File: src/rtl/bnn_spi_pkg.sv
// bnn_spi_pkg: command bytes, sequencer state type and default image size shared by the SPI/BNN blocks.
package bnn_spi_pkg;
   localparam logic [7:0] CMD_CLEAR = 8'h01;
   localparam logic [7:0] CMD_LOAD  = 8'h02;
   localparam logic [7:0] CMD_INFER = 8'h03;
   localparam int IMG_BYTES_DEF = 128;
   typedef enum logic [1:0] {S_IDLE, S_LOAD, S_WAIT_INFER} state_e;
endpackage

File: src/rtl/spi_cmd_ctrl.sv
// spi_cmd_ctrl: decodes SPI command bytes, streams image bytes to the buffer, runs inference; SPI_CMD_CTRL_TIMEOUT_EN adds a LOAD inter-byte timeout.
module spi_cmd_ctrl import bnn_spi_pkg::*; #(
   parameter int IMG_BYTES = IMG_BYTES_DEF,
   parameter int ADDR_W = $clog2(IMG_BYTES),
   parameter int TIMEOUT_CYCLES = 100000
) (
   input  logic              clk,
   input  logic              rst_n,
   input  logic [7:0]        spi_rx_data,
   input  logic              byte_valid,
   output logic              rx_enable,
   output logic              byte_taken,
   output logic              buf_we,
   output logic [ADDR_W-1:0] buf_addr,
   output logic [7:0]        buf_wdata,
   output logic              infer_start,
   input  logic              infer_done,
   input  logic [3:0]        infer_result,
   output logic [3:0]        result,
   output logic              result_valid,
   output logic              img_loaded,
   output logic              busy,
   output logic              err
);
   state_e state_q, state_d;
   logic [1:0] guard_q, guard_d;
   logic [ADDR_W-1:0] cnt_q, cnt_d, buf_addr_q, buf_addr_d;
   logic [7:0] buf_wdata_q, buf_wdata_d;
   logic [3:0] result_q, result_d;
   logic rx_en_q, rx_en_d, taken_q, taken_d, buf_we_q, buf_we_d, infer_start_q, infer_start_d;
   logic result_valid_q, result_valid_d, img_loaded_q, img_loaded_d, err_q, err_d;
   logic accept, last;
`ifdef SPI_CMD_CTRL_TIMEOUT_EN
   localparam int TW = $clog2(TIMEOUT_CYCLES + 1);
   logic [TW-1:0] tmo_q, tmo_d;
`endif

   always_comb begin
      accept = byte_valid && guard_q == 2'd0 && state_q != S_WAIT_INFER;
      last = cnt_q == ADDR_W'(IMG_BYTES - 1);
      state_d = state_q;
      guard_d = accept ? 2'd2 : (guard_q != 2'd0 ? guard_q - 2'd1 : 2'd0);
      cnt_d = cnt_q;
      taken_d = accept;
      buf_we_d = 1'b0;
      buf_addr_d = buf_addr_q;
      buf_wdata_d = accept ? spi_rx_data : buf_wdata_q;
      infer_start_d = 1'b0;
      result_d = result_q;
      result_valid_d = result_valid_q;
      img_loaded_d = img_loaded_q;
      err_d = err_q;
`ifdef SPI_CMD_CTRL_TIMEOUT_EN
      tmo_d = (state_q == S_LOAD && !accept) ? tmo_q + TW'(1) : '0;
`endif
      case (state_q)
         S_IDLE: if (accept) begin
            if (spi_rx_data == CMD_CLEAR) begin
               img_loaded_d = 1'b0;
               result_valid_d = 1'b0;
               err_d = 1'b0;
            end else if (spi_rx_data == CMD_LOAD) begin
               img_loaded_d = 1'b0;
               result_valid_d = 1'b0;
               cnt_d = '0;
               state_d = S_LOAD;
            end else if (spi_rx_data == CMD_INFER && img_loaded_q) begin
               infer_start_d = 1'b1;
               result_valid_d = 1'b0;
               state_d = S_WAIT_INFER;
            end else begin
               err_d = 1'b1;
            end
         end
         S_LOAD: if (accept) begin
            buf_we_d = 1'b1;
            buf_addr_d = cnt_q;
            cnt_d = last ? cnt_q : cnt_q + ADDR_W'(1);
            img_loaded_d = last;
            state_d = last ? S_IDLE : S_LOAD;
         end
`ifdef SPI_CMD_CTRL_TIMEOUT_EN
         else if (tmo_q == TW'(TIMEOUT_CYCLES - 1)) begin
            err_d = 1'b1;
            state_d = S_IDLE;
         end
`endif
         S_WAIT_INFER: if (infer_done) begin
            result_d = infer_result;
            result_valid_d = 1'b1;
            state_d = S_IDLE;
         end
         default: state_d = S_IDLE;
      endcase
      rx_en_d = state_d != S_WAIT_INFER;
   end

   always_ff @(posedge clk or negedge rst_n) begin
      if (!rst_n) begin
         state_q <= S_IDLE;
         guard_q <= '0;
         cnt_q <= '0;
         buf_addr_q <= '0;
         buf_wdata_q <= '0;
         result_q <= '0;
         rx_en_q <= 1'b0;
         taken_q <= 1'b0;
         buf_we_q <= 1'b0;
         infer_start_q <= 1'b0;
         result_valid_q <= 1'b0;
         img_loaded_q <= 1'b0;
         err_q <= 1'b0;
      end else begin
         state_q <= state_d;
         guard_q <= guard_d;
         cnt_q <= cnt_d;
         buf_addr_q <= buf_addr_d;
         buf_wdata_q <= buf_wdata_d;
         result_q <= result_d;
         rx_en_q <= rx_en_d;
         taken_q <= taken_d;
         buf_we_q <= buf_we_d;
         infer_start_q <= infer_start_d;
         result_valid_q <= result_valid_d;
         img_loaded_q <= img_loaded_d;
         err_q <= err_d;
      end
   end

`ifdef SPI_CMD_CTRL_TIMEOUT_EN
   always_ff @(posedge clk or negedge rst_n) begin
      if (!rst_n) tmo_q <= '0;
      else tmo_q <= tmo_d;
   end
`endif

   assign rx_enable = rx_en_q;
   assign byte_taken = taken_q;
   assign buf_we = buf_we_q;
   assign buf_addr = buf_addr_q;
   assign buf_wdata = buf_wdata_q;
   assign infer_start = infer_start_q;
   assign result = result_q;
   assign result_valid = result_valid_q;
   assign img_loaded = img_loaded_q;
   assign busy = state_q != S_IDLE;
   assign err = err_q;
endmodule
File: config.mk
export PLATFORM = sky130hd
export DESIGN_NAME = spi_cmd_ctrl
export DESIGN_NICKNAME = d
export VERILOG_FILES = /design/src/rtl/bnn_spi_pkg.sv /design/src/rtl/spi_cmd_ctrl.sv
export SDC_FILE = /design/constraint.sdc
export NUM_CORES = 1
export LEC_CHECK = 0
export ABC_AREA = 1
export ABC_CLOCK_PERIOD_IN_PS = 2000
export CAP_MARGIN = 20
export CORE_ASPECT_RATIO = 1.1
export CORE_MARGIN = 2
export CORE_UTILIZATION = 32
export CTS_CLUSTER_DIAMETER = 60
export DETAILED_ROUTE_END_ITERATION = 12
export HOLD_SLACK_MARGIN = 0.15
export PLACE_DENSITY = 0.63
export SLEW_MARGIN = 20
export SYNTH_ARGS = -nofsm -noshare
export SYNTH_HDL_FRONTEND = slang
export SYNTH_SLANG_ARGS = --single-unit
export TNS_END_PERCENT = 50
File: constraint.sdc
create_clock -name clk -period 2 [get_ports clk]
set_clock_uncertainty 0.05 [all_clocks]
set_input_delay 0.5 -clock clk [delete_from_list [all_inputs] [get_ports clk]]
set_output_delay 0.5 -clock clk [all_outputs]
set_load 0.02 [all_outputs]
### Yosys cells after proc, flatten, opt, wreduce, memory -nomap -nowiden

Index checks and enable logic that the tools add are counted.

| storage, ports and cells | value |
|---|---|
| register bits | 37 |
| logic and storage cells | 85 |

| operators by class | value |
|---|---|
| mux-type cells | 37 |
| add/sub/neg operators | 2 |
| equality and inequality tests | 18 |
| reductions and logical operators | 15 |

Operators with widths:

| cell | count |
|---|---|
| $mux 7 | 5 |
| $mux 1 | 20 |
| $ne 2x2->1 const B | 10 |
| $eq 8x2->1 const B | 2 |
| $mux 2 | 8 |
| $pmux 7 s2 | 1 |
| $reduce_and 4->1 | 3 |
| $eq 8x1->1 const B | 1 |
| $reduce_bool 2->1 | 4 |
| $add 7x1->7 const B | 1 |
| $eq 7x7->1 const B | 1 |
| $pmux 2 s3 | 1 |
| $reduce_and 6->1 | 1 |
| $logic_not 2->1 | 2 |
| $ne 4x4->1 const B | 1 |
| $pmux 1 s2 | 2 |
| $reduce_and 2->1 | 2 |
| $logic_and 1x1->1 | 3 |
| $ne 3x3->1 const B | 1 |
| $eq 2x1->1 const B | 1 |
| $eq 2x2->1 const B | 1 |
| $sub 2x1->2 const B | 1 |

### Logic depth before layout (Yosys ltp)

Gate-level depths: netlist (run 1).

| depth | value |
|---|---|
| depth in word-level cells | 8 |
| depth in mapped cells | 9 |
| gate-level depth less buffers | 9 |

### Worst setup path before layout (run 1)

OpenSTA, ideal clock, no wires.

| timing | value |
|---|---|
| path type | input to register |
| from | input port spi_rx_data[3] |
| to | register cnt_q[2] |
| data required time | 1832 ps |
| stages on the path | 7 |
| library setup time | 118 ps |
| slack | 598 ps |
| path buffers | 1 |
| arrival time | 1234 ps |
| cell sequence | nor2_1 -> nand2_1 -> o21ai_2 -> nand3_2 -> buf_6 -> nand2_2 -> o21ai_2 |

| on the way | value |
|---|---|
| longest elaborated chain between the ends | 3 |

Ends and longest elaborated chain:

| item | RTL line | source |
|---|---|---|
| start: declaration | spi_cmd_ctrl.sv:9 | `input logic [7:0] spi_rx_data,` |
| $eq 8x2->1 / $eq 8x1->1 (equally long branches) | spi_cmd_ctrl.sv:62, spi_cmd_ctrl.sv:58 |  |
| $ne 2x2->1 (no line) | n/a |  |
| $reduce_and 6->1 (no line) * | n/a |  |
| end signal: assignment | spi_cmd_ctrl.sv:116 | `cnt_q <= cnt_d;` |
| end: declaration | spi_cmd_ctrl.sv:27 | `logic [ADDR_W-1:0] cnt_q, cnt_d, buf_addr_q, buf_addr_d;` |

Mark *: on every way between the ends. The rest lies on a longest branch, timed or not.
A chain may end at the register's enable or synchronous reset.

### Worst setup path in the final report (run 1)

| timing | value |
|---|---|
| from | register img_loaded_q, in the netlist img_loaded |
| to | output port img_loaded |

RTL lines:

| item | RTL line | source |
|---|---|---|
| start: declaration | spi_cmd_ctrl.sv:31 | `logic result_valid_q, result_valid_d, img_loaded_q, img_loaded_d, err_q, err_d;` |
| start signal: assignment | spi_cmd_ctrl.sv:125 | `img_loaded_q <= img_loaded_d;` |
| end: declaration | spi_cmd_ctrl.sv:21 | `output logic img_loaded,` |

No word-level cell between the ends.

==> results of run 1 <==
==> worst min path at each step <==
stage	slack (ps)	endpoint	depth (start not counted)
after floorplan	150	buf_addr[0]$_DFFE_PN0P_	0
after detailed placement	410	buf_wdata[2]$_DFFE_PN0P_	2
after global routing	230	cnt_q[3]$_DFFE_PN0P_	2
after global placement	410	guard_q[0]$_DFF_PN0_	1
after CTS	210	cnt_q[3]$_DFFE_PN0P_	2
final	190	buf_addr[3]$_DFFE_PN0P_	2
==> flip-flops by register name, summed over array words and instances (netlist names), 2 cells and up <==
name	cells
cnt_q	7
result	4
buf_wdata	8
state_q	2
buf_addr	7
guard_q	2
==> cell usage in the layout (no fill, tap or decap), types with 6 or more instances in the layout <==
| cell | instances |
|---|---|
| sky130_fd_sc_hd__inv_1 | 14 |
| sky130_fd_sc_hd__nand3_1 | 12 |
| sky130_fd_sc_hd__nor2_1 | 11 |
| sky130_fd_sc_hd__clkdlybuf4s50_1 | 40 |
| sky130_fd_sc_hd__buf_4 | 7 |
| sky130_fd_sc_hd__clkbuf_8 | 6 |
| sky130_fd_sc_hd__o21ai_2 | 7 |
| sky130_fd_sc_hd__dfrtp_1 | 37 |
| sky130_fd_sc_hd__nand2_1 | 57 |
| sky130_fd_sc_hd__o21ai_0 | 11 |
==> layout make-up <==
cell class / instances / area [um2] / area share, %
tap: 58 / 72.6 / 3.09
inverter: 16 / 60.1 / 2.56
multi-input combinational: 126 / 682 / 29.1
clock inverter: 2 / 37.5 / 1.60
sequential: 37 / 926 / 39.4
clock buffer: 6 / 82.6 / 3.52
timing repair buffer: 50 / 487 / 20.7
==> cells by family (layout without fill, tap and decap cells) <==
kind of cell | after synthesis | in the layout
multiplexers | 4 | 4
flip-flops | 37 | 37
AO/OA/AOI/OAI | 21 | 21
AND/OR/NAND/NOR | 100 | 100
adder cells (fa/ha/maj) | 1 | 1
buffers and inverters | 19 | 74
==> stage by stage <==
| stage | cell area (um2) | hold slack (ps) | instances | worst slack [ps] | power (uW) |
|---|---|---|---|---|---|
| after floorplan | 1700 | 154 | 182 | 598 | 1310 |
| after global placement | 2230 | 409 | 287 | 40.6 | 1650 |
| after detailed placement | 2230 | 414 | 287 | 32.8 | 1660 |
| after CTS | 2350 | 207 | 295 | 155 | 2350 |
| after global routing | 2350 | 226 | 295 | 124 | 2450 |
| final | 2350 | 195 | 295 | 174 | 2300 |
==> power by group through the flow <==
stage               registers, uW  clock network, uW  logic [uW]
floorplan                    1090                  0         219
global placement              960                  0         690
detailed placement            963                  0         696
CTS                           950                698         698
global route                  963                731         758
finish                        947                673         684
==> routing by layer <==
layer	GRT usage, %	part of all wire, %
met2	19.7	48
met1	15.2	45
met4	6.55	2.4
met3	3.14	4.0
met5	0	0
==> implementation parameters, run 1 <==
Parameter                              Value

Clock network
  Number of post-CTS setup repair buffers    0
  Clock Root Buffer    sky130_fd_sc_hd__clkbuf_8
  Clock net sink count    37
  Number of resized instances in the post-cts repair step    1
  Worst-Skew Late Latency    290 ps
  CTS hold repair buffers    0
  Htree depth    2
  Clk slew on worst S/H paths    80 ps
  Maximum buffer depth of the clock tree    2
  CTS tree    done
  Total clock buffers created by CTS    5

Pwr
  Switching power of the nets    704 uW
  Max rail drop VDD    0.354 mV
  Share of total power in sequential cells    41.1%
  Switching power as a share of total power    30.5%
  Comb power frac    29.7%
  P_int    1600 uW
  Power per cell area    982 nW/um2
  Leakage    0.00108 uW
  Clock network fraction of design power    29.2%

Place
  Number of port buffers    42
  Detailed-placement wirelength estimate    2480 um
  Routability congestion estimate from global placement    0.817

Detailed routing
  Pre-antenna DRT Iters    4
  DRC violations left    0
  Overall via count from detail_route    1,338
  Final ANT Viol Nets    0
  Per-cell routed wire length    11.4 um
  Via density    4.54
  Number of DRC markers after the initial detailed-route iteration    42
  Detailed-route wire length    3360 um

Synthesis
  Synthesized instance count    182
  Register area share after synthesis    54.6%
  Warning count from the yosys run    0
  Post-Syn Area    1700 um2
  Dominant cell type by area after synthesis    sky130_fd_sc_hd__dfrtp_1
  Syn_area_per_cell    9.32 um2
  Top area cells in the synthesized netlist    sky130_fd_sc_hd__dfrtp_1 (55%), sky130_fd_sc_hd__nand2_1 (13%), sky130_fd_sc_hd__o21ai_2 (3.6%), sky130_fd_sc_hd__nand3_1 (3.5%), sky130_fd_sc_hd__o21ai_0 (3.2%)
  Share of the synthesized area in compound gates (AO/OA/AOI/OAI)    8.34%
  Largest family of logic cells by synthesized area    simple AND/OR/NAND/NOR gates
  Syn_nets    199
  Number of synthesized flops with an enable pin    0
  Post-Synth Adder-Cell Area    0.738%
  Simple-gate share of the synthesized area    28.5%
  Synth top cells by count    sky130_fd_sc_hd__nand2_1 (57), sky130_fd_sc_hd__dfrtp_1 (37), sky130_fd_sc_hd__inv_1 (14), sky130_fd_sc_hd__nand3_1 (12)
  Number of register bits inferred by synthesis    37
  Number of library cell types mapped by synthesis    26
  Share of the synthesized netlist area taken by xor and xnor gates    0%
  Primary flip-flop cell chosen by synthesis mapping    sky130_fd_sc_hd__dfrtp_1
  Share of flip-flops with an asynchronous set or reset after synthesis    100%
  Multiplexer share of the synthesized area    2.66%
  Most frequent cell after synthesis    sky130_fd_sc_hd__nand2_1
  Fraction of synthesized cell area taken by the top area cell type    54.6%

Cells and area
  Layout cell share with drive strength beyond 1    19.4%
  Layout Nets    253
  Layout Utilization    46.3%
  Filler Cell Count    499
  Inserted Diodes    0
  Layout overhead on the synthesized area    38.5%

GRT
  Number of global-route vias before repair    1,260
  Wire length of the first global-routing pass    5580 um
  Antenna violations before repair    0
  Sum of overflow across all layers after global routing    0
  Global-route usage over all layers    12.4%
  Maximum number of pins on one net before global-route repair    38

Flow run
  Number of max-capacitance violations reported    0

Critical path
  Worst setup startpoint    img_loaded$_DFFE_PN0P_
  Worst reg-to-reg setup slack    540 ps
  Max stage delay cell, worst path    sky130_fd_sc_hd__clkdlybuf4s50_1
  Worst-path fanout max    3
  Crit path kind    reg -> out
  Slowest Stage Delay on Critical Path    610 ps
  Worst Setup EP    img_loaded
  Number of cells on the worst reg-to-reg path    8
  Crit start category    register
  Largest delay share family, worst path    buffers and inverters
  WP data arrival    1280 ps
  Crit Reg-Reg Startpoint    cnt_q[1]$_DFFE_PN0P_
  Critical Path Stages    1
  Critical Path End Type    primary output
  Required time of the critical path    1450 ps
  Reg-to-reg endpoint    cnt_q[0]$_DFFE_PN0P_
  Number of buffer and inverter instances along the worst setup path    1
  Chain of cells forming the critical path    clkdlybuf4s50_1

Floorplan
  Row Count    27
  Ports    43
  Die span in y    80.3 um
  CORE AREA    5070 um2
  Chip Width    73.4 um
  Starting density of the core    33.5%
  Die footprint    5900 um2

Timing
  RSZ-0062 raised after global routing    no
  Rel. slew slack    68.8%
  Sum of negative setup slack    0 ps
  Number of slew-limit violations in the final report    0
  Measured slew at the worst slew-check pin    468 ps
  Number of endpoints failing setup at the final stage    0
  Portion of the clock cycle consumed by the worst path in the final layout    91.3%
  Final hold violation count    0
  Final critical delay including setup and external delays    1830 ps
  Peak clock frequency supported by timing    0.548 GHz

Outcome
  Status    complete, no violations

Worst hold path
  Hold WC Path Type    in -> async
Note: power is estimated with default switching activity, not from simulation.
==> run 2: changes to the inputs <==
CORE_UTILIZATION = 40   (was 32)
PLACE_DENSITY = 0.74   (was 0.63)
TNS_END_PERCENT = default   (was 50)
==> run 2 against run 1 <==
Utilization is 13 points higher. Total power grew 4.0%. Final area grew 1.2%. Count of clock-buffer cells in the layout is 1 lower. Cell count fell by 1.7%. Die area down 19%. First-iteration DRC count is 110% higher. Sequential share of layout area decreased by 0.48 points. Highest routed layer unchanged. Via count is 1.1% higher. Critical path depth did not move. Combinational power increased by 1%.
==> implementation parameters, run 2 (synthesis results as in run 1) <==
Parameter                              Value

Clock network
  Clk slew on worst S/H paths    70 ps
  Clock net sink count    37
  Maximum buffer depth of the clock tree    2
  Clock Root Buffer    sky130_fd_sc_hd__clkbuf_8
  Htree depth    2
  Worst-Skew Late Latency    290 ps
  CTS tree    done
  Number of post-CTS setup repair buffers    0
  Total clock buffers created by CTS    5

Detailed routing
  Detailed-route wire length    3300 um
  Overall via count from detail_route    1,353
  Per-cell routed wire length    11.4 um
  Number of DRC markers after the initial detailed-route iteration    89
  Pre-antenna DRT Iters    4
  Via density    4.67
  Final ANT Viol Nets    0
  DRC violations left    0

Critical path
  Worst reg-to-reg setup slack    530 ps
  Max stage delay cell, worst path    sky130_fd_sc_hd__clkdlybuf4s50_1
  Crit path kind    reg -> out
  Required time of the critical path    1450 ps
  Crit start category    register
  Number of buffer and inverter instances along the worst setup path    1
  Worst-path fanout max    3
  WP data arrival    1290 ps
  Slowest Stage Delay on Critical Path    620 ps
  Critical Path End Type    primary output
  Chain of cells forming the critical path    clkdlybuf4s50_1
  Largest delay share family, worst path    buffers and inverters

GRT
  Wire length of the first global-routing pass    5890 um
  Global routing usage on met1    21.2%
  Met3 track utilization from global routing    4.96%
  Sum of overflow across all layers after global routing    0
  Number of global-route vias before repair    1,326
  Met2 Resource Use GR    24.7%
  Antenna violations before repair    0
  Most utilized layer in the global route result    met2
  Maximum number of pins on one net before global-route repair    20
  Global-route usage over all layers    16.1%

Cells and area
  Commonest non-fill, non-tap cells in the layout    sky130_fd_sc_hd__nand2_1 (57), sky130_fd_sc_hd__clkdlybuf4s50_1 (40), sky130_fd_sc_hd__dfrtp_1 (37)
  Layout Nets    254
  Largest register FFs    8
  Layout Utilization    59.0%
  Leading cell type in the layout, fill and taps excluded    sky130_fd_sc_hd__nand2_1
  Layout overhead on the synthesized area    40.1%
  Filler Cell Count    358
  Finished layout cell area    2380 um2
  Inserted Diodes    0
  Layout cell share with drive strength beyond 1    19.3%

Pwr
  Leakage    0.00110 uW
  Power per cell area    1010 nW/um2
  Max rail drop VDD    0.467 mV

Timing
  Sum of negative setup slack    0 ps
  Portion of the clock cycle consumed by the worst path in the final layout    92.0%
  Number of endpoints failing setup at the final stage    0
  Peak clock frequency supported by timing    0.543 GHz
  Worst Setup Slack, final    160 ps
  Rel. slew slack    69.6%
  WHS    420 ps
  Final critical delay including setup and external delays    1840 ps
  RSZ-0062 raised after global routing    no
  Number of slew-limit violations in the final report    0
  Final hold violation count    0
  Measured slew at the worst slew-check pin    456 ps

Place
  Number of port buffers    42
  Placed cell area    2230 um2
  Detailed-placement wirelength estimate    2530 um
  Routability congestion estimate from global placement    0.856
  Worst slack at placement    68.9 ps

Floorplan
  Ports    43
  Die span in y    72.3 um
  Die footprint    4780 um2
  Row Count    24
  CORE AREA    4020 um2
  Chip Width    66.1 um
  Starting density of the core    42.1%

Flow run
  Number of max-capacitance violations reported    0

Worst hold path
  Hold WC Path Type    reg -> reg

Outcome
  Status    complete, no violations
run 2: worst paths after layout:
path,from,endpoint,cells after the start
min in group asynchronous,rst_n,buf_addr[3]$_DFFE_PN0P_,2
worst max-delay path,img_loaded$_DFFE_PN0P_,img_loaded,1
worst min-delay path,guard_q[0]$_DFF_PN0_,guard_q[0]$_DFF_PN0_,1
max in group asynchronous,rst_n,img_loaded$_DFFE_PN0P_,3
worst max register to register,cnt_q[1]$_DFFE_PN0P_,cnt_q[0]$_DFFE_PN0P_,8
worst min register to register,guard_q[0]$_DFF_PN0_,guard_q[0]$_DFF_PN0_,1
run 2: metal layers:
metal	routed length (um)	part of all wire, %
met1	1530	46
met2	1490	45
met3	216	6.5
met4	66	2.0
met5	0	0
run 2: report_power, final:
part / switching [uW] / internal [uW]
combinational: 372 / 322
sequential: 67.7 / 878
clock: 262 / 495
run 2: cell type report:
cell class / instances / area, um2 / share of cell area (%)
sequential: 37 / 926 / 39.0
multi-input combinational: 126 / 682 / 28.7
timing repair buffer: 51 / 509 / 21.4
clock buffer: 5 / 68.8 / 2.90
clock inverter: 3 / 65.1 / 2.74
tap: 52 / 65.1 / 2.74
inverter: 16 / 60.1 / 2.53
run 2: timing repair:
action	CTS	global route
hold buffers	1	0
endpoints found under the hold margin	18	0
endpoints found under the setup margin	1	0
resized for setup	1	0
run 2: stage by stage:
step                power (uW)  cells
finish                    2400    290
global route              2550    290
CTS                       2430    290
detailed placement        1660    281
global placement          1650    281
floorplan                 1310    182
==> run 3: changes to the inputs <==
CORE_UTILIZATION = 52   (was 40)
PLACE_DENSITY = 0.91   (was 0.74)
SKIP_CTS_REPAIR_TIMING = 1   (was default)
==> run 3 against run 2 <==
Total power decreased by 17%. Critical path depth unchanged. First-iteration DRC count decreased by 31%. Global-route usage increased by 4.2 points. Clock power decreased by 52%. Register-to-register slack got worse by 40 ps. Utilization increased by 14 points. Final area decreased by 5.4%. Sequential power about the same. Sequential share of layout area increased by 2.2 points. Highest routed layer unchanged.
==> implementation parameters, run 3 (synthesis results as in run 1) <==
Parameter                              Value

Critical path
  Worst reg-to-reg setup slack    490 ps
  Reg-to-reg endpoint    cnt_q[0]$_DFFE_PN0P_
  Crit Reg-Reg Startpoint    cnt_q[1]$_DFFE_PN0P_
  Largest delay share family, worst path    buffers and inverters
  Chain of cells forming the critical path    clkdlybuf4s50_1
  Slowest Stage Delay on Critical Path    620 ps
  Crit path kind    reg -> out
  Number of cells on the worst reg-to-reg path    8
  Number of buffer and inverter instances along the worst setup path    1
  Crit start category    register
  Required time of the critical path    1450 ps
  Critical Path End Type    primary output
  WP data arrival    1360 ps
  Worst-path fanout max    3
  Max stage delay cell, worst path    sky130_fd_sc_hd__clkdlybuf4s50_1

Clock network
  Clock Root Buffer    sky130_fd_sc_hd__clkbuf_4
  CTS tree    done
  Maximum buffer depth of the clock tree    2
  Clk slew on worst S/H paths    100 ps
  Total clock buffers created by CTS    5
  Worst-Skew Late Latency    340 ps
  Htree depth    2
  Clock net sink count    37

Detailed routing
  Per-cell routed wire length    12.1 um
  DRC violations left    0
  Detailed-route wire length    3270 um
  Pre-antenna DRT Iters    4
  Overall via count from detail_route    1,365
  Number of DRC markers after the initial detailed-route iteration    61
  Via density    5.06
  Final ANT Viol Nets    0

GRT
  Number of global-route vias before repair    1,349
  Sum of overflow across all layers after global routing    0
  Antenna violations before repair    0
  Wire length of the first global-routing pass    5690 um
  Global-route usage over all layers    20.3%
  Maximum number of pins on one net before global-route repair    38

Cells and area
  Layout overhead on the synthesized area    32.5%
  Inserted Diodes    0
  Layout Nets    252
  Layout cell share with drive strength beyond 1    18.2%
  Largest register FFs    8
  Commonest non-fill, non-tap cells in the layout    sky130_fd_sc_hd__nand2_1 (57), sky130_fd_sc_hd__clkdlybuf4s50_1 (40), sky130_fd_sc_hd__dfrtp_1 (37)
  Leading cell type in the layout, fill and taps excluded    sky130_fd_sc_hd__nand2_1

Place
  Detailed-placement wirelength estimate    2520 um
  Worst slack at placement    45.0 ps
  Number of port buffers    42
  Routability congestion estimate from global placement    0.822

Pwr
  Leakage    0.00106 uW
  Power per cell area    886 nW/um2
  Max rail drop VDD    0.703 mV
  Pwr Total    1990 uW

Timing
  Portion of the clock cycle consumed by the worst path in the final layout    95.5%
  Worst Setup Slack, final    90.9 ps
  RSZ-0062 raised after global routing    no
  Rel. slew slack    70.5%
  Number of endpoints failing setup at the final stage    0
  Measured slew at the worst slew-check pin    442 ps
  Final hold violation count    0
  Number of slew-limit violations in the final report    0
  Final critical delay including setup and external delays    1910 ps
  Peak clock frequency supported by timing    0.524 GHz

Flow run
  Number of max-capacitance violations reported    0

Floorplan
  Die footprint    3730 um2
  Row Count    21
  Chip Width    58.4 um
  Starting density of the core    55.1%
  Die span in y    63.9 um
  Ports    43
  CORE AREA    3070 um2

Worst hold path
  Hold-critical path depth    1
  End of the worst hold path    guard_q[0]$_DFF_PN0_
  Hold WC Path Type    reg -> reg
  Origin of the worst min-delay path    guard_q[0]$_DFF_PN0_

Outcome
  Status    complete, no violations
run 3: changes by cell type in the layout (fill, tap and decap cells not counted), sizes merged:
cell | before | now
clkbuf | 5 | 6
clkinv | 1 | 2
buf | 9 | 7
dlygate4sd2 | 1 | 0
dlymetal6s2s | 0 | 1
bufinv | 2 | 0
run 3: power breakdown:
part	switching (uW)	internal, uW	total, uW
registers	66.2	877	943
clock network	229	134	363
logic	376	310	686
run 3: final cells by class:
type                       count  area, um2
sequential                    37        926
inverter                      16       60.1
clock inverter                 2       10.0
timing repair buffer          49        485
clock buffer                   6       41.3
tap                           34       42.5
fill                         226        827
multi-input combinational    126        682
run 3: routing by layer:
layer,wire [um],up-vias,global-route usage [%]
met2,1600,40,30.8
met1,1450,631,25.5
met4,61,0,12.5
met3,155,6,5.47
met5,0,-,0
li1,-,688,-
run 3: how the worst max path moves through the flow:
stage                     slack, ps              endpoint              startpoint  depth (start not counted)
after floorplan                 600  cnt_q[2]$_DFFE_PN0P_          spi_rx_data[3]                          7
after global placement           90  cnt_q[0]$_DFFE_PN0P_          spi_rx_data[1]                          9
after detailed placement         50  cnt_q[0]$_DFFE_PN0P_          spi_rx_data[1]                          9
after CTS                      -110                  busy    state_q[0]$_DFF_PN0_                          3
after global routing             30            img_loaded  img_loaded$_DFFE_PN0P_                          1
final                            90            img_loaded  img_loaded$_DFFE_PN0P_                          1
run 3: per-stage QoR:
stage / instances / util [%] / TNS [ps] / hold WS, ps / instance area [um2]
floorplan: 182 / - / 0 / 154 / 1700
global placement: 261 / 71.0 / 0 / 407 / 2180
detailed placement: 261 / 71.0 / 0 / 407 / 2180
CTS: 269 / 72.7 / -110 / 129 / 2230
global route: 270 / 73.1 / 0 / 436 / 2250
finish: 270 / 73.1 / 0 / 418 / 2250
run 3: worst reg2reg max path: cells and delay by family, from the launching register on:
family	cells	cell delay [ps]
simple gates	5	580
flops	1	440
fa+ha+maj	1	190
buf+inv	1	150
compound gates	1	50
